`src/rtl/fetch_buffer_pkg.sv`:
```
// Shared opcode constants, FSM state type and FIFO entry layout for the fetch buffer.
// Latency: n/a (types and constants only).
// Backpressure: n/a. The entry carries a predecode bit only when FETCH_PREDECODE_EN is defined.
package fetch_buffer_pkg;

    localparam logic [5:0]  OP_LW    = 6'b100011;
    localparam logic [5:0]  OP_SW    = 6'b101011;
    localparam logic [5:0]  OP_BEQ   = 6'b000100;
    localparam logic [5:0]  OP_BNE   = 6'b000101;
    localparam logic [5:0]  OP_JRT   = 6'b011110;
    localparam logic [5:0]  OP_ALU   = 6'b000000;
    localparam logic [31:0] NO_OP    = 32'h0;

    typedef enum logic {
        ST_BOOT = 1'b0,
        ST_RUN  = 1'b1
    } fb_state_t;

    typedef struct packed {
        logic [31:0] instr;
        logic [31:0] pc;
`ifdef FETCH_PREDECODE_EN
        logic        ctrl;
`endif
    } fetch_entry_t;

`ifdef FETCH_PREDECODE_EN
    // True for instructions that can redirect the fetch stream.
    function automatic logic is_ctrl(input logic [31:0] instr);
        logic [5:0] op;
        op = instr[31:26];
        return (op == OP_BEQ) || (op == OP_BNE) || (op == OP_JRT);
    endfunction
`endif

endpackage

```
`src/rtl/fetch_buffer_if.sv`:
```
// Bundle of the memory-side, redirect and IF/ID-side signals of the fetch buffer.
// Latency: n/a (wiring only).
// Backpressure: imem_req/imem_gnt on the memory side, inst_valid/inst_ready toward IF/ID; inst_ctrl exists only with FETCH_PREDECODE_EN.
interface fetch_buffer_if;
    logic        imem_req;
    logic [31:0] imem_addr;
    logic        imem_gnt;
    logic        imem_rvalid;
    logic [31:0] imem_rdata;
    logic        redirect_valid;
    logic [31:0] redirect_pc;
    logic        inst_ready;
    logic        inst_valid;
    logic [31:0] inst_out;
    logic [31:0] inst_pc;
`ifdef FETCH_PREDECODE_EN
    logic        inst_ctrl;

    modport master (
        output imem_req, imem_addr, inst_valid, inst_out, inst_pc, inst_ctrl,
        input  imem_gnt, imem_rvalid, imem_rdata, redirect_valid, redirect_pc, inst_ready
    );
    modport slave (
        input  imem_req, imem_addr, inst_valid, inst_out, inst_pc, inst_ctrl,
        output imem_gnt, imem_rvalid, imem_rdata, redirect_valid, redirect_pc, inst_ready
    );
`else
    modport master (
        output imem_req, imem_addr, inst_valid, inst_out, inst_pc,
        input  imem_gnt, imem_rvalid, imem_rdata, redirect_valid, redirect_pc, inst_ready
    );
    modport slave (
        input  imem_req, imem_addr, inst_valid, inst_out, inst_pc,
        output imem_gnt, imem_rvalid, imem_rdata, redirect_valid, redirect_pc, inst_ready
    );
`endif
endinterface

```
`src/rtl/fetch_fifo.sv`:
```
// Synchronous FIFO with single-cycle flush; head is presented combinationally from storage.
// Latency: a push is visible at o_dout the cycle after it is written.
// Backpressure: none internally; the caller must not push when full. Flush overrides push and pop.
module fetch_fifo #(
    parameter int WIDTH = 64,
    parameter int DEPTH = 4,
    localparam int AW   = $clog2(DEPTH),
    localparam int CW   = AW + 1
) (
    input  logic             clock,
    input  logic             reset_n,
    input  logic             i_push,
    input  logic [WIDTH-1:0] i_din,
    input  logic             i_pop,
    input  logic             i_flush,
    output logic [WIDTH-1:0] o_dout,
    output logic             o_empty,
    output logic             o_full,
    output logic [CW-1:0]    o_count
);

    logic [WIDTH-1:0] r_mem [DEPTH];
    logic [AW-1:0]    r_wr_ptr;
    logic [AW-1:0]    r_rd_ptr;
    logic [CW-1:0]    r_count;
    logic             w_do_push;
    logic             w_do_pop;

    assign w_do_push = i_push && !i_flush;
    assign w_do_pop  = i_pop && !i_flush && (r_count != '0);

    // Entry storage; contents need no reset because the count gates visibility.
    always_ff @(posedge clock) begin
        if (w_do_push) begin
            r_mem[r_wr_ptr] <= i_din;
        end
    end

    // Pointer and occupancy tracking; flush empties the queue in one cycle.
    always_ff @(posedge clock or negedge reset_n) begin
        if (!reset_n) begin
            r_wr_ptr <= '0;
            r_rd_ptr <= '0;
            r_count  <= '0;
        end else if (i_flush) begin
            r_wr_ptr <= '0;
            r_rd_ptr <= '0;
            r_count  <= '0;
        end else begin
            if (w_do_push) r_wr_ptr <= r_wr_ptr + AW'(1);
            if (w_do_pop)  r_rd_ptr <= r_rd_ptr + AW'(1);
            r_count <= r_count + CW'(w_do_push) - CW'(w_do_pop);
        end
    end

    assign o_dout  = r_mem[r_rd_ptr];
    assign o_empty = (r_count == '0);
    assign o_full  = (r_count == CW'(DEPTH));
    assign o_count = r_count;

endmodule

```
`src/rtl/fetch_buffer.sv`:
```
// Prefetching instruction buffer replacing the direct IMemory read ahead of IF/ID (FETCH_PREDECODE_EN adds inst_ctrl).
// Latency: memory response -> inst_valid one cycle later; first request one cycle after reset release.
// Backpressure: inst_ready low holds the head; requests stop when FIFO entries plus in-flight requests reach DEPTH.
module fetch_buffer
    import fetch_buffer_pkg::*;
#(
    parameter int          DEPTH           = 4,
    parameter logic [31:0] RESET_PC        = 32'h0,
    parameter int          MAX_OUTSTANDING = 2
) (
    input  logic           clock,
    input  logic           reset_n,
    fetch_buffer_if.master bus
);

    localparam int          CW       = $clog2(DEPTH) + 1;
    localparam int          LP_EW    = $bits(fetch_entry_t);
    localparam logic [CW:0] LP_DEPTH = (CW + 1)'(DEPTH);
    localparam logic [CW:0] LP_MAXO  = (CW + 1)'(MAX_OUTSTANDING);

    fb_state_t     r_state;
    fb_state_t     w_state_nxt;
    logic [31:0]   r_fetch_pc;
    logic [31:0]   r_resp_pc;
    logic [CW-1:0] r_outstanding;
    logic [CW-1:0] r_kill_cnt;

    logic [CW-1:0] w_count;
    logic          w_empty;
    logic          w_full;
    logic [CW:0]   w_fill;
    logic          w_room;
    logic          w_req;
    logic          w_grant;
    logic          w_push;
    logic          w_pop;
    logic          w_kill_rsp;
    logic [CW-1:0] w_out_nxt;
    logic [31:0]   w_redirect_pc;
    fetch_entry_t  w_entry;
    fetch_entry_t  w_head;
    logic [LP_EW-1:0] w_head_dat;

    // In-flight requests are counted against FIFO space so a response always has a slot.
    assign w_fill        = {1'b0, w_count} + {1'b0, r_outstanding};
    assign w_room        = (w_fill < LP_DEPTH) && ({1'b0, r_outstanding} < LP_MAXO);
    assign w_grant       = w_req && bus.imem_gnt;
    assign w_kill_rsp    = bus.imem_rvalid && (r_kill_cnt != '0);
    assign w_push        = bus.imem_rvalid && (r_kill_cnt == '0) && !bus.redirect_valid;
    assign w_pop         = !w_empty && bus.inst_ready && !bus.redirect_valid;
    assign w_out_nxt     = r_outstanding + CW'(w_grant) - CW'(bus.imem_rvalid);
    assign w_redirect_pc = bus.redirect_pc & 32'hFFFF_FFFC;

    // FSM state register.
    always_ff @(posedge clock or negedge reset_n) begin
        if (!reset_n) r_state <= ST_BOOT;
        else          r_state <= w_state_nxt;
    end

    // BOOT lasts one cycle with no requests; RUN issues whenever there is room.
    always_comb begin
        w_state_nxt = r_state;
        w_req       = 1'b0;
        case (r_state)
            ST_BOOT: w_state_nxt = ST_RUN;
            ST_RUN:  w_req       = w_room;
            default: w_state_nxt = ST_BOOT;
        endcase
    end

    // Fetch/response PCs and request accounting; redirect overrides grant and push, and
    // every request still in flight after this cycle becomes a response to discard.
    always_ff @(posedge clock or negedge reset_n) begin
        if (!reset_n) begin
            r_fetch_pc    <= RESET_PC;
            r_resp_pc     <= RESET_PC;
            r_outstanding <= '0;
            r_kill_cnt    <= '0;
        end else if (bus.redirect_valid) begin
            r_fetch_pc    <= w_redirect_pc;
            r_resp_pc     <= w_redirect_pc;
            r_outstanding <= w_out_nxt;
            r_kill_cnt    <= w_out_nxt;
        end else begin
            if (w_grant)    r_fetch_pc <= r_fetch_pc + 32'd4;
            if (w_push)     r_resp_pc  <= r_resp_pc + 32'd4;
            if (w_kill_rsp) r_kill_cnt <= r_kill_cnt - CW'(1);
            r_outstanding <= w_out_nxt;
        end
    end

    // Build the entry written on a live response.
    always_comb begin
        w_entry       = '0;
        w_entry.instr = bus.imem_rdata;
        w_entry.pc    = r_resp_pc;
`ifdef FETCH_PREDECODE_EN
        w_entry.ctrl  = is_ctrl(bus.imem_rdata);
`endif
    end

    fetch_fifo #(
        .WIDTH (LP_EW),
        .DEPTH (DEPTH)
    ) u_fifo (
        .clock   (clock),
        .reset_n (reset_n),
        .i_push  (w_push),
        .i_din   (w_entry),
        .i_pop   (w_pop),
        .i_flush (bus.redirect_valid),
        .o_dout  (w_head_dat),
        .o_empty (w_empty),
        .o_full  (w_full),
        .o_count (w_count)
    );

    assign w_head = w_head_dat;

    assign bus.imem_req   = w_req;
    assign bus.imem_addr  = r_fetch_pc;
    assign bus.inst_valid = !w_empty;
    assign bus.inst_out   = w_empty ? NO_OP : w_head.instr;
    assign bus.inst_pc    = w_empty ? r_resp_pc : w_head.pc;
`ifdef FETCH_PREDECODE_EN
    assign bus.inst_ctrl  = !w_empty && w_head.ctrl;
`endif

    a_no_push_when_full: assert property (@(posedge clock) disable iff (!reset_n) !(w_push && w_full));

endmodule

```
`src/flat_wrapper.sv`:
```
// flat-port wrapper written by rule: the top's interface ports become plain ports
module fetch_buffer_flat import fetch_buffer_pkg::*;
#(
    parameter int          DEPTH           = 4,
    parameter logic [31:0] RESET_PC        = 32'h0,
    parameter int          MAX_OUTSTANDING = 2
)
  (clock, reset_n, bus_imem_req, bus_imem_addr, bus_inst_valid, bus_inst_out, bus_inst_pc, bus_imem_gnt, bus_imem_rvalid, bus_imem_rdata, bus_redirect_valid, bus_redirect_pc, bus_inst_ready);
  fetch_buffer_if bus_i ();
  input  logic clock;
  input  logic reset_n;
  output wire logic [$bits(bus_i.imem_req)-1:0] bus_imem_req;
  output wire logic [$bits(bus_i.imem_addr)-1:0] bus_imem_addr;
  output wire logic [$bits(bus_i.inst_valid)-1:0] bus_inst_valid;
  output wire logic [$bits(bus_i.inst_out)-1:0] bus_inst_out;
  output wire logic [$bits(bus_i.inst_pc)-1:0] bus_inst_pc;
  input wire logic [$bits(bus_i.imem_gnt)-1:0] bus_imem_gnt;
  input wire logic [$bits(bus_i.imem_rvalid)-1:0] bus_imem_rvalid;
  input wire logic [$bits(bus_i.imem_rdata)-1:0] bus_imem_rdata;
  input wire logic [$bits(bus_i.redirect_valid)-1:0] bus_redirect_valid;
  input wire logic [$bits(bus_i.redirect_pc)-1:0] bus_redirect_pc;
  input wire logic [$bits(bus_i.inst_ready)-1:0] bus_inst_ready;
  assign bus_imem_req = bus_i.imem_req;
  assign bus_imem_addr = bus_i.imem_addr;
  assign bus_inst_valid = bus_i.inst_valid;
  assign bus_inst_out = bus_i.inst_out;
  assign bus_inst_pc = bus_i.inst_pc;
  assign bus_i.imem_gnt = bus_imem_gnt;
  assign bus_i.imem_rvalid = bus_imem_rvalid;
  assign bus_i.imem_rdata = bus_imem_rdata;
  assign bus_i.redirect_valid = bus_redirect_valid;
  assign bus_i.redirect_pc = bus_redirect_pc;
  assign bus_i.inst_ready = bus_inst_ready;
  fetch_buffer #(.DEPTH(DEPTH), .RESET_PC(RESET_PC), .MAX_OUTSTANDING(MAX_OUTSTANDING)) u_core (.clock(clock), .reset_n(reset_n), .bus(bus_i));
endmodule
```
`config.mk`:
```
export PLATFORM = sky130hd
export DESIGN_NAME = fetch_buffer_flat
export DESIGN_NICKNAME = d
export VERILOG_FILES = /design/src/rtl/fetch_buffer_pkg.sv /design/src/rtl/fetch_buffer_if.sv /design/src/rtl/fetch_fifo.sv /design/src/rtl/fetch_buffer.sv /design/src/flat_wrapper.sv
export SDC_FILE = /design/constraint.sdc
export NUM_CORES = 1
export LEC_CHECK = 0
export ABC_AREA = 1
export CORE_AREA = 2 2 192 335
export CTS_CLUSTER_SIZE = 24
export DETAILED_ROUTE_END_ITERATION = 7
export DIE_AREA = 0 0 194 337
export PLACE_DENSITY = 0.45
export SETUP_SLACK_MARGIN = 0.05
export SYNTH_ARGS = -nofsm -noshare
export SYNTH_HDL_FRONTEND = slang
export SYNTH_HIERARCHICAL = 1
export SYNTH_SLANG_ARGS = --single-unit
```
`constraint.sdc`:
```
create_clock -name clock -period 5.3 [get_ports clock]
set_input_delay 1.325 -clock clock [delete_from_list [all_inputs] [get_ports clock]]
set_output_delay 1.325 -clock clock [all_outputs]
set_load 0.02 [all_outputs]
```
After elaboration in Yosys (flattened, before gate mapping) --
Memories as Yosys holds them, arrays and structs flattened. Cells that the tools add are included.
Word-level totals: flip-flop bits (word level) 78, bits in writable memories 256, bits of input ports 70, output and inout bits 98, word-level logic and storage cells 58, memories kept 1
Cells by class: add/subtract/negate cells 10, magnitude comparators 2, mux-type cells 16, reduce and logical (&&, ||, !) cells 21
Memory list:
- u_core.u_fifo.r_mem | words 4, width 64, read ports 1, clocked after memory_dff 0, wr ports 1, line fetch_fifo.sv:22 | logic [WIDTH-1:0] r_mem [DEPTH];
Operators with widths (count):
- 32-bit 2-to-1 mux | 6
- 32-bit by 3-bit adder with 32-bit output (second input constant) | 2
- 1-bit logical AND | 10
- 2-bit nonzero test | 5
- 3-bit 2-to-1 mux | 3
- 2-bit 2-to-1 mux | 4
- 3-bit by 1-bit adder with 3-bit output | 2
- 3-bit logical NOT | 2
- 3-bit nonzero test | 2
- 3-bit by 1-bit subtractor with 3-bit output | 2
- 2-bit by 1-bit adder with 2-bit output (second input constant) | 2
- 3-bit by 3-bit adder with 4-bit output | 1
- 4-bit by 3-bit less-than comparator with 1-bit output (second input constant) | 1
- 3-bit by 2-bit less-than comparator with 1-bit output (second input constant) | 1
- 1-bit 2-to-1 mux | 3
- 3-bit by 1-bit subtractor with 3-bit output (second input constant) | 1
- 1-bit logical NOT | 2

Longest topological paths before layout --
Gate-level depths: netlist (run 1).
depth in word-level cells 8, mapped depth 17, gate-level depth less buffers 16

Cells and area by module --
Netlist (run 1), hierarchy kept.
Modules (own cells, without submodules):
- fetch_fifo | instances 1, cells each 746, area each 10172.3 µm²
- fetch_buffer | instances 1, cells each 856, area each 5348.9 µm²

Least setup slack after synthesis (run 1) --
Ideal clock, no wire load.
kind input to register, from in bus_redirect_valid, to mem u_core.u_fifo.r_mem[0][0] (enable), library setup time 0.486 ns, data arrival time 4.808 ns, required time 4.814 ns, setup slack 0.006 ns, cell stages on the path 5, cells stage by stage buf_2 -> nor2_2 -> buf_2 -> nand2_1 -> nor2_1
On the way: longest elaborated chain between the ends 5
RTL lines:
- start: declaration | line flat_wrapper.sv:20 | input wire logic [$bits(bus_i.redirect_valid)-1:0] bus_redirect_valid;
- 1-bit logical NOT | line fetch_buffer.sv:49 | assign w_push = bus.imem_rvalid && (r_kill_cnt == '0) && !bus.redirect_valid;
- 1-bit logical AND | line fetch_buffer.sv:49
- via u_core.w_push | line fetch_buffer.sv:35 | logic w_push;
- 1-bit logical AND | line fetch_fifo.sv:29 | assign w_do_push = i_push && !i_flush;
- 1-bit 2-to-1 mux | line fetch_fifo.sv:34 | if (w_do_push) begin
- 1-bit 2-to-1 mux (not written as such) | line fetch_fifo.sv:35 | r_mem[r_wr_ptr] <= i_din;
- end: declaration | line fetch_fifo.sv:22
The timed path passes the listed nets, and every way through them passes these cells.

==> results.sh, run 1 <==
export IMPL_grt_max_degree=71
export IMPL_viasPerCell=4.42
export IMPL_clock_latency_ps=550
export IMPL_cp_required_ps=3970
export IMPL_r2r_end="u_core/r_kill_cnt[2]"
export IMPL_arrival_ps=3340
export IMPL_finalPower_mw=6.71
export IMPL_coreArea_sq_um=62900
export IMPL_skew_ps=17.5
export IMPL_synthToLayoutAreaGrowth_pct=23.3
export IMPL_drive_above_1_share_pct=6.31
export IMPL_wl_microns=46200
export IMPL_htree_levels=2
export IMPL_worst_path_max_fanout=70
export IMPL_regToRegStartpoint="u_core/u_fifo/o_count[1]"
export IMPL_finalSetupViolCount=0
export IMPL_final_setup_tns_ps=0
export IMPL_nNetsFinal=1851
export IMPL_ant_nets=0
export IMPL_critPathLaunchType="register"
export IMPL_crit_path_start="u_core/u_fifo/r_rd_ptr[0]"
export IMPL_period_needed_ps=4660
export IMPL_clk_pin_slew_worst_paths_ps=60
export IMPL_io_buffers=163
export IMPL_max_slew_margin_pct=35.1
export IMPL_reg2reg_depth=12
export IMPL_gp_congestion=0.850
export IMPL_hold_path_class="register to register"
export IMPL_endpoint="bus_inst_pc[1]"
export IMPL_cts_buffers=36
export IMPL_cts_path_max_buffers=3
export IMPL_yosys_warnings=6
export IMPL_dp_hpwl_microns=31400
export IMPL_nFillCells=6584
export IMPL_row_count=122
export IMPL_hold_buffers=0
export IMPL_maxCapViolCount=0
export IMPL_power_density_nw_per_um2=351
export IMPL_grt_pass1_wl_microns=69600
export IMPL_grt_ovfl_total=0
export IMPL_ir_drop_uv=259
export IMPL_drv_slew=0
export IMPL_cts_tree="done"
export IMPL_initialDrtViolationCount=561
export IMPL_drc=0
export IMPL_syn_avg_cell_area_sq_um=9.69
export IMPL_antenna_found_initial=1
export IMPL_cts_resized=0
export IMPL_cts_num_sinks=330
export IMPL_grt_pass1_vias=11472
export IMPL_hold_violations=0
export IMPL_power_leakage_nw=7.21
export IMPL_synthesis_area_sq_um=15500
export IMPL_routedWlPerCell_microns=17.8
export IMPL_die_h_microns=337
export IMPL_multi_input_area_sq_um=5040
export IMPL_die_area_sq_um=65400
export IMPL_fin_crit_sh_pct=88.0
export IMPL_outcome="complete, no violations"
export IMPL_boundaryPins=168
export IMPL_path_class="register to output pin"
export IMPL_drtPass1Iterations=5
export IMPL_reg2reg_slack_ps=2410
export IMPL_post_cts_buffers=0
export IMPL_antenna_cells=0
export IMPL_grt_total_usage_pct=14.1
export IMPL_fmax_mhz=214
export IMPL_rsz0062_at_grt="false"
export IMPL_place_ws_ps=1100
export IMPL_worst_slew_pin_slew_ps=974
export IMPL_die_w_microns=194
export IMPL_postLayoutSetupSlackWorst_ps=635
export IMPL_regArea_sq_um=9540
export IMPL_vias=11466
export IMPL_root_buffer="clkbuf_16"
export IMPL_critPathCaptureType="output pin"
export IMPL_start_util_pct=24.7
export IMPL_netlist_instances=1601
[worst min-delay path by stage]
stage	from	endpoint	slack, ps	depth (start not counted)
after global placement	u_core/r_outstanding[0]	u_core/r_outstanding[0]	540	1
after global routing	u_core/r_outstanding[0]	u_core/r_outstanding[0]	580	1
after detailed placement	u_core/r_outstanding[0]	u_core/r_outstanding[0]	540	1
after CTS	u_core/r_outstanding[0]	u_core/r_outstanding[0]	550	1
final	u_core/r_outstanding[0]	u_core/r_outstanding[0]	540	1
after floorplan	u_core/r_outstanding[0]	u_core/r_outstanding[0]	500	1
[cell type report]
type | count | share of cell area (%)
clock buffer | 45 | 5.00
clock inverter | 20 | 1.16
inverter | 141 | 2.79
multi-input combinational | 1069 | 26.3
sequential | 330 | 49.9
tap | 806 | 5.27
timing repair buffer | 186 | 9.59
[through the flow]
stage / cells / util (%) / hold WS [ps] / instance area (sq um)
floorplan: 1610 / - / 500 / 15600
global placement: 2532 / 28.6 / 539 / 18000
detailed placement: 2532 / 28.6 / 537 / 18000
CTS: 2597 / 30.4 / 553 / 19100
global route: 2597 / 30.4 / 575 / 19100
finish: 2597 / 30.4 / 541 / 19100
[state kept, by name, summed over array words and instances (netlist names), 2 cells and up]
name	count
u_core/u_fifo/r_rd_ptr	2
u_core/u_fifo/o_count	3
u_core/bus.imem_addr	30
u_core/u_fifo/r_mem	256
u_core/r_kill_cnt	3
u_core/r_resp_pc	30
u_core/u_fifo/r_wr_ptr	2
u_core/r_outstanding	3
[placed cells by master, fill, tap and decap left out, types with 6 or more instances in the layout]
master           instances
nand2_1                316
nor2_1                 307
edfxtp_1               256
clkdlybuf4s50_1        161
o21ai_0                140
inv_1                  134
o21ai_1                108
dfrtp_1                 73
nand3_1                 68
clkbuf_16               37
xor2_1                  29
buf_4                   21
ha_1                    15
conb_1                  11
clkbuf_1                 8
o211ai_1                 8
nand3b_1                 7
clkinv_2                 6
nor2_4                   6
nor2_2                   6
o221ai_1                 6
xnor2_1                  6
[where the power goes]
group          total, mW  switching, mW  internal (mW)
Clock               2.55           1.06           1.49
Combinational       1.01          0.611          0.400
Sequential          3.15          0.185           2.96
Total               6.71           1.86           4.85
[per-layer routing]
| layer | vias up | part of all wire (%) | track usage (%) | wire, microns |
|---|---|---|---|---|
| met5 | - | 0.028 | 0 | 13 |
| met4 | 2 | 5.5 | 8.04 | 2540 |
| met3 | 101 | 4.6 | 2.43 | 2130 |
| met2 | 304 | 53 | 26.2 | 24300 |
| met1 | 5421 | 37 | 15.0 | 17200 |
| li1 | 5638 | - | - | - |
[critical path, stage by stage (launching register included)]
cell and delay (ps):
dfrtp_4 680, inv_4 650, buf_4 350, o21ai_0 100, o21ai_1 140, inv_1 50, nor2_1 140, clkdlybuf4s50_1 640
No activity file was read; power rests on OpenSTA's default activity.
==> run 2: changes to the inputs <==
SKIP_CTS_REPAIR_TIMING = 1   (was unset)
clock period = 5.2 ns   (was 5.3 ns; I/O delays follow)
==> results.sh, run 2 (synthesized netlist as in run 1, its figures left out) <==
export IMPL_coreArea_sq_um=62900
export IMPL_cts_num_sinks=330
export IMPL_rsz0062_at_grt="false"
export IMPL_ant_nets=0
export IMPL_drv_slew=0
export IMPL_ir_drop_uv=256
export IMPL_wl_microns=46600
export IMPL_skew_ps=25.3
export IMPL_gp_congestion=0.843
export IMPL_drc=0
export IMPL_row_count=122
export IMPL_grt_pass1_wl_microns=69600
export IMPL_mostFrequentLayoutCells="nand2_1, nor2_1, edfxtp_1, clkdlybuf4s50_1, o21ai_0"
export IMPL_grt_use_met1_pct=14.8
export IMPL_grt_ovfl_total=0
export IMPL_placed_cells=2528
export IMPL_boundaryPins=168
export IMPL_period_needed_ps=4750
export IMPL_regMostFlops="u_core/u_fifo/r_mem"
export IMPL_finalSetupViolCount=0
export IMPL_path_class="register to output pin"
export IMPL_grt_max_degree=69
export IMPL_antenna_found_initial=0
export IMPL_busiest_layer="met2"
export IMPL_nFillCells=6636
export IMPL_hold_path_class="register to register"
export IMPL_cts_path_max_buffers=3
export IMPL_htree_levels=2
export IMPL_vias=11572
export IMPL_clk_pin_slew_worst_paths_ps=70
export IMPL_worst_path_max_fanout=68
export IMPL_grt_util_met3_pct=2.49
export IMPL_outcome="complete, no violations"
export IMPL_layout_commonest_cell="nand2_1"
export IMPL_cts_tree="done"
export IMPL_nNetsFinal=1847
export IMPL_grt_pass1_vias=11640
export IMPL_final_setup_tns_ps=0
export IMPL_synthToLayoutAreaGrowth_pct=23.6
export IMPL_largest_reg_flops=256
export IMPL_max_slew_margin_pct=39.9
export IMPL_fin_crit_sh_pct=91.3
export IMPL_fmax_mhz=211
export IMPL_worst_slew_pin_slew_ps=902
export IMPL_maxCapViolCount=0
export IMPL_post_route_util_pct=30.5
export IMPL_cts_buffers=36
export IMPL_root_buffer="clkbuf_16"
export IMPL_viasPerCell=4.46
export IMPL_hold_violations=0
export IMPL_met2_usage_pct=26.7
export IMPL_worst_hold_slack_ps=546
export IMPL_finalPower_mw=6.91
export IMPL_antenna_cells=0
export IMPL_start_util_pct=24.7
export IMPL_initialDrtViolationCount=504
export IMPL_grt_total_usage_pct=14.2
export IMPL_multi_input_area_sq_um=5040
export IMPL_drive_above_1_share_pct=6.49
export IMPL_final_cell_count_no_fill=2594
export IMPL_critPathCaptureType="output pin"
export IMPL_regArea_sq_um=9540
export IMPL_arrival_ps=3450
export IMPL_power_density_nw_per_um2=360
export IMPL_dp_hpwl_microns=30700
export IMPL_die_area_sq_um=65400
export IMPL_cp_required_ps=3900
export IMPL_io_buffers=163
export IMPL_routedWlPerCell_microns=18.0
export IMPL_critPathLaunchType="register"
export IMPL_die_w_microns=194
export IMPL_clock_latency_ps=560
export IMPL_die_h_microns=337
export IMPL_power_leakage_nw=7.20
export IMPL_drtPass1Iterations=5
[run 2: changes by cell type in the layout (fill, tap and decap cells not counted), sizes merged]
cell      previous run  this run
clkinvlp             0         6
buf                 25        21
inv                145       143
bufinv               4         3
clkbuf              45        44
clkinv              12        11
[run 2: path summary, 6_finish.rpt]
kind | cells past startpoint | endpoint | slack [ps] | from
hold / removal | 1 | u_core/r_outstanding[0] | 550 | u_core/r_outstanding[0]
min in group asynchronous | 1 | u_core/r_state | 790 | reset_n
hold reg to reg | 1 | u_core/r_outstanding[0] | 550 | u_core/r_outstanding[0]
setup reg to reg | 12 | u_core/r_kill_cnt[2] | 2280 | u_core/u_fifo/o_count[1]
setup / recovery | 7 | bus_inst_out[6] | 450 | u_core/u_fifo/r_rd_ptr[0]
max in group asynchronous | 2 | u_core/r_resp_pc[25] | 3500 | reset_n
[run 2: cell type report]
type	instances	area share (%)
tap	806	5.26
clock inverter	22	1.15
timing repair buffer	182	9.53
inverter	141	2.78
multi-input combinational	1069	26.3
clock buffer	44	5.28
sequential	330	49.7
[run 2: per-layer routing]
metal | part of all wire (%) | routed length (microns)
met5 | 0 | 0
met4 | 5.2 | 2400
met3 | 4.0 | 1880
met2 | 53 | 24500
met1 | 38 | 17800
[run 2: power by group]
part	total [mW]	switching [mW]	internal (mW)
clock network	2.67	1.11	1.55
registers	3.21	0.189	3.02
logic	1.04	0.628	0.410
total	6.91	1.93	4.98
[run 2: through the flow]
step / cell area [sq um] / worst slack (ps)
after floorplan: 15600 / -69.2
after global placement: 18000 / 949
after detailed placement: 18000 / 944
after CTS: 19200 / 321
after global routing: 19200 / 178
final: 19200 / 455
[run 2: critical path: stages, from the launching register on]
cell and delay [ps]:
dfrtp_4 660, inv_4 630, buf_4 500, o21ai_0 150, o21ai_1 140, inv_1 50
nor2_1 100, clkdlybuf4s50_1 630
==> patch 1, RTL diff (config.mk and constraints of run 2) <==
Change the package constant `NO_OP` from 32'h0 to 32'h1.
--- a/src/rtl/fetch_buffer_pkg.sv
+++ b/src/rtl/fetch_buffer_pkg.sv
@@ -10,5 +10,5 @@
     localparam logic [5:0]  OP_JRT   = 6'b011110;
     localparam logic [5:0]  OP_ALU   = 6'b000000;
-    localparam logic [31:0] NO_OP    = 32'h0;
+    localparam logic [31:0] NO_OP    = 32'h1;
 
     typedef enum logic {
Behaviour: not the same (a bounded check fails within 4 cycles, from zero or initial values and one cycle with reset_n low).
==> patch 1 against run 2 <==
- area after synthesis about the same
- clock power shrank 6%
- routed wire length decreased by 0.48%
- final area down 0.41%
- sequential cell count stayed put
- total power shrank 2.4%
- core utilization down 0.13 points
- setup slack improved by 310 ps
- non-clock buffer count is 1 higher
==> patch 1: results (changes against run 2) <==
.. list-table::
   :header-rows: 1

   * - Metric
     - Value
   * - CTS buffer count
     - 34 (-5.6%)
   * - Global Route Usage Sum
     - 0.141 (-0.000279)
   * - Iteration count of the initial detailed-routing pass
     - 5 (unchanged)
   * - Number of antenna repair diodes
     - 0 (unchanged)
   * - Slowest cell delay on critical path
     - 680 ps (+20 ps)
   * - Final #Nets
     - 1845 (-0.11%)
   * - Largest net degree at the start of global routing
     - 86 (+25%)
   * - Wire length per cell
     - 17.9 um (-0.25%)
   * - Synthesized instance count
     - 1600 (-0.062%)
   * - Most flops, register
     - u_core/u_fifo/r_mem
   * - First-pass GRT wire length
     - 70000 um (+0.59%)
   * - H-tree depth reported by CTS
     - 2 (unchanged)
   * - Total leakage power
     - 0.00717 uW (-0.39%)
   * - Antenna violations before repair
     - 1 (+1)
   * - Detail Route met3 WL
     - 1720 um (-8.8%)
   * - Filler Cell Count
     - 6579 (-0.86%)
   * - Worst Setup Slack post-DPL
     - 1210 ps (+267 ps)
   * - Drt first-iter violations
     - 572 (+13%)
   * - Worst-case clock skew
     - 25.5 ps (+0.178 ps)
   * - Port Buffer Count
     - 163 (unchanged)
   * - Worst min-delay path category
     - reg -> reg
   * - Cell at the root of the clock tree
     - sky130_fd_sc_hd__clkbuf_16
   * - Number of global-route vias before repair
     - 11500 (-0.99%)
   * - Total detailed-routing wirelength
     - 46400 um (-0.48%)
   * - Run status
     - finished clean
   * - Met1 Routed Length
     - 17700 um (-0.60%)
   * - Maximum root-to-sink buffer count
     - 3 (unchanged)
   * - Clock latency on the worst-skew pair
     - about 550 ps
   * - Yosys warning total
     - 6 (unchanged)
   * - Worst Tran Pin Value
     - 1010 ps (+112 ps)
   * - Vias
     - 11500 (-0.74%)
   * - Critical-path maximum fanout
     - 44 (-35%)
   * - Cell area after placement
     - 18000 um2 (+0.17%)
   * - Worst voltage drop across the vdd grid
     - 0.233 mV (-9.3%)
   * - Met2 wire length
     - 24700 um (+0.77%)
   * - RD Place Congestion
     - 0.844 (+0.13%)
   * - Placed Cells incl. Taps
     - 2528 (unchanged)
   * - Slowest library cell on the worst path
     - sky130_fd_sc_hd__clkdlybuf4s50_1
   * - Clk slew on worst S/H paths
     - 70 ps (about the same)
   * - Arrival time reported for the critical path endpoint
     - 3130 ps (-320 ps)
   * - Flip-flop count of the largest register after layout
     - 256 (unchanged)
   * - Top metal layer carrying routed signals
     - met5
   * - Layout cells sized above 1
     - 0.0612 (-0.00371)
   * - Placed wire-length estimate after detailed placement
     - 31100 um (+1.3%)
==> patch 1: layer usage <==
layer	vias up	track usage
met1	5488	0.149
met4	2	0.0704
li1	5617	-
met3	92	0.0198
met5	-	0
met2	287	0.273
==> patch 1: worst max-delay path, delay by kind of cell, from the launching register on <==
| kind | cells | cell delay, ps |
|---|---|---|
| AOI/OAI and AO/OA | 1 | 160 |
| buffers and inverters | 4 | 1650 |
| DFF | 1 | 440 |
| and+or+nand+nor | 3 | 290 |
==> patch 1: final cells by class <==
cell class                 count  area [um2]  share of cell area
clock buffer                  42         923              0.0483
clock inverter                18         200              0.0105
inverter                     140         529              0.0277
timing repair buffer         183        1860              0.0974
tap                          806        1010              0.0528
sequential                   330        9540               0.499
multi-input combinational   1069        5040               0.264
==> patch 1: path summary, 6_finish.rpt <==
| path | start | end | slack (ps) | cells past startpoint |
|---|---|---|---|---|
| worst max-delay path | u_core/u_fifo/o_count[1]$_DFF_PN0_ | bus_inst_pc[30] | 770 | 8 |
| worst min-delay path | u_core/u_fifo/r_rd_ptr[1]$_DFFE_PN0P_ | u_core/u_fifo/r_rd_ptr[1]$_DFFE_PN0P_ | 560 | 2 |
| worst max register to register | u_core/u_fifo/o_count[1]$_DFF_PN0_ | u_core/r_kill_cnt[1]$_DFFE_PN0P_ | 2310 | 11 |
| worst min register to register | u_core/u_fifo/r_rd_ptr[1]$_DFFE_PN0P_ | u_core/u_fifo/r_rd_ptr[1]$_DFFE_PN0P_ | 560 | 2 |
| max in group asynchronous | reset_n | u_core/r_resp_pc[20]$_DFFE_PN0N_ | 3470 | 2 |
| min in group asynchronous | reset_n | u_core/r_outstanding[0]$_DFF_PN0_ | 790 | 1 |
==> patch 1: power breakdown <==
group	internal (uW)	switching, uW
combinational	409	624
clock	1430	1070
sequential	3020	190
==> patch 2, RTL diff (flow settings as in run 2) <==
Made on the original files. Make the reset (`reset_n`) synchronous in 3 clocked blocks.
--- a/src/rtl/fetch_fifo.sv
+++ b/src/rtl/fetch_fifo.sv
@@ -38,5 +38,5 @@
 
     // Pointer and occupancy tracking; flush empties the queue in one cycle.
-    always_ff @(posedge clock or negedge reset_n) begin
+    always_ff @(posedge clock) begin
         if (!reset_n) begin
             r_wr_ptr <= '0;
--- a/src/rtl/fetch_buffer.sv
+++ b/src/rtl/fetch_buffer.sv
@@ -53,5 +53,5 @@
 
     // FSM state register.
-    always_ff @(posedge clock or negedge reset_n) begin
+    always_ff @(posedge clock) begin
         if (!reset_n) r_state <= ST_BOOT;
         else          r_state <= w_state_nxt;
@@ -71,5 +71,5 @@
     // Fetch/response PCs and request accounting; redirect overrides grant and push, and
     // every request still in flight after this cycle becomes a response to discard.
-    always_ff @(posedge clock or negedge reset_n) begin
+    always_ff @(posedge clock) begin
         if (!reset_n) begin
             r_fetch_pc    <= RESET_PC;
Formal check against the unedited RTL: differs if reset_n is asserted again (counterexample within 4 cycles, from zero or initial values and one cycle with reset_n low); with reset_n held inactive, the same outputs for 4 cycles.
==> patch 2 against run 2 <==
- non-clock buffer count grew 2
- first-iteration DRC count shrank 4.6%
- sequential cell count grew 2
- synthesized cell count shrank 0.94%
- die area is the same
- setup slack gained 190 ps
- sequential share of layout area shrank 0.97 points
- clock skew shrank 8.2 ps
- routed wire length grew 0.81%
- area after synthesis shrank 1.8%
- combinational power shrank 42%
- total power shrank 9.4%
- final area shrank 1.5%
- critical path depth is the same
==> patch 2: results (changes against run 2) <==
.. list-table::
   :header-rows: 1

   * - Metric
     - Value
   * - Worst hold slack after final layout
     - 496 ps (-49.9 ps)
   * - Run status
     - finished clean
   * - Top metal layer carrying routed signals
     - met4
   * - Number of antenna repair diodes
     - 0 (unchanged)
   * - Flip-flop count of the largest register after layout
     - 256 (unchanged)
   * - Total leakage power
     - 0.00665 uW (-7.6%)
   * - Yosys warning total
     - 6 (unchanged)
   * - Startpoint of the worst register-to-register path
     - u_core/u_fifo/o_count[2]$_SDFF_PP0_
   * - Drt first-iter violations
     - 481 (-4.6%)
   * - Cell at the root of the clock tree
     - sky130_fd_sc_hd__clkbuf_16
   * - Worst-case clock skew
     - 17.1 ps (-8.23 ps)
   * - Worst voltage drop across the vdd grid
     - 0.201 mV (-22%)
   * - Clk slew on worst S/H paths
     - approximately 60 ps
   * - Layout cells sized above 1
     - 0.0725 (+0.00760)
   * - Port Buffer Count
     - 163 (unchanged)
   * - FF-to-FF setup slack
     - 2620 ps (+340 ps)
   * - Filler Cell Count
     - 6559 (-1.2%)
   * - Largest net degree at the start of global routing
     - 67 (-2.9%)
   * - Slowest library cell on the worst path
     - sky130_fd_sc_hd__inv_4
   * - CTS buffer count
     - 35 (-2.8%)
   * - Worst min-delay path category
     - reg -> reg
   * - Critical-path maximum fanout
     - 66 (-2.9%)
   * - Tightest slew margin relative to the limit
     - 0.337 (-0.0618)
   * - Met1 Routed Length
     - 17800 um (about the same)
   * - Startpoint type of the worst setup path
     - flop
   * - First-pass GRT wire length
     - 70600 um (+1.4%)
   * - Placed wire-length estimate after detailed placement
     - 32100 um (+4.5%)
   * - Global Route Usage Sum
     - 0.141 (-0.000782)
   * - CP top delay family
     - buffers and inverters
   * - Slowest cell delay on critical path
     - 630 ps (-30 ps)
   * - Number of global-route vias before repair
     - 11800 (+1.2%)
   * - Per-cell via count in the routed design
     - 4.50 (+0.85%)
   * - RD Place Congestion
     - 0.888 (+5.4%)
   * - Met2 wire length
     - 24900 um (+1.6%)
   * - Detail Route met3 WL
     - 1920 um (+1.8%)
   * - Endpoints failing hold
     - 0 (unchanged)
   * - Arrival time reported for the critical path endpoint
     - 3260 ps (-190 ps)
   * - Maximum root-to-sink buffer count
     - 3 (unchanged)
   * - Clock latency on the worst-skew pair
     - 540 ps (-20 ps)
   * - Setup TNS
     - 0 ps (unchanged)
   * - Hold_sp
     - u_core/r_kill_cnt[2]$_SDFFE_PN0P_
   * - Wire length per cell
     - 18.3 um (+1.7%)
   * - Iteration count of the initial detailed-routing pass
     - 5 (unchanged)
   * - Final #Nets
     - 1829 (-0.97%)
==> patch 2: cell count changes in the layout (fill, tap and decap cells not counted), sizes merged, moves of 8 or more <==
cell and change:
dfxtp +76, nor3 -8, o21ai -53, a31oi +13, nand3 -14, xor2 -11
a21oi +53, o22ai +63, nor2 -32, nand2 -20, dfrtp -74
==> patch 2: layout make-up <==
cell class	instances	share of cell area
clock buffer	40	0.0485
clock inverter	21	0.0143
inverter	142	0.0285
multi-input combinational	1047	0.271
sequential	332	0.488
tap	806	0.0534
timing repair buffer	184	0.0964
==> patch 2: power by group <==
part / switching, uW / internal (uW)
sequential: 88.2 / 2940
clock: 1060 / 1570
combinational: 373 / 234
total: 1520 / 4740
==> patch 2: worst paths after layout <==
path / to / depth (start not counted)
max: bus_inst_out[2] / 7
min: u_core/r_kill_cnt[2]$_SDFFE_PN0P_ / 2
max reg2reg: u_core/r_kill_cnt[2]$_SDFFE_PN0P_ / 11
min reg2reg: u_core/r_kill_cnt[2]$_SDFFE_PN0P_ / 2
==> patch 2: metrics by stage <==
| stage | area [um2] | std cells | worst slack, ps | utilization |
|---|---|---|---|---|
| after floorplan | 15300 | 1595 | -55.5 | - |
| after global placement | 17700 | 2511 | 1160 | 0.282 |
| after detailed placement | 17700 | 2511 | 1170 | 0.282 |
| after CTS | 18900 | 2572 | 577 | 0.300 |
| after global routing | 18900 | 2572 | 411 | 0.300 |
| final | 18900 | 2572 | 644 | 0.300 |
==> patch 2: tightest hold or removal path, stage by stage, from the launching register on <==
cell	delay (ps)
sky130_fd_sc_hd__dfxtp_1	310
sky130_fd_sc_hd__nand3_1	80
sky130_fd_sc_hd__a21oi_1	60
==> patch 2: per-layer routing <==
metal	vias up	global-route usage
met5	-	0
met4	0	0.0772
met3	97	0.0212
met2	296	0.270
met1	5512	0.145
li1	5666	-
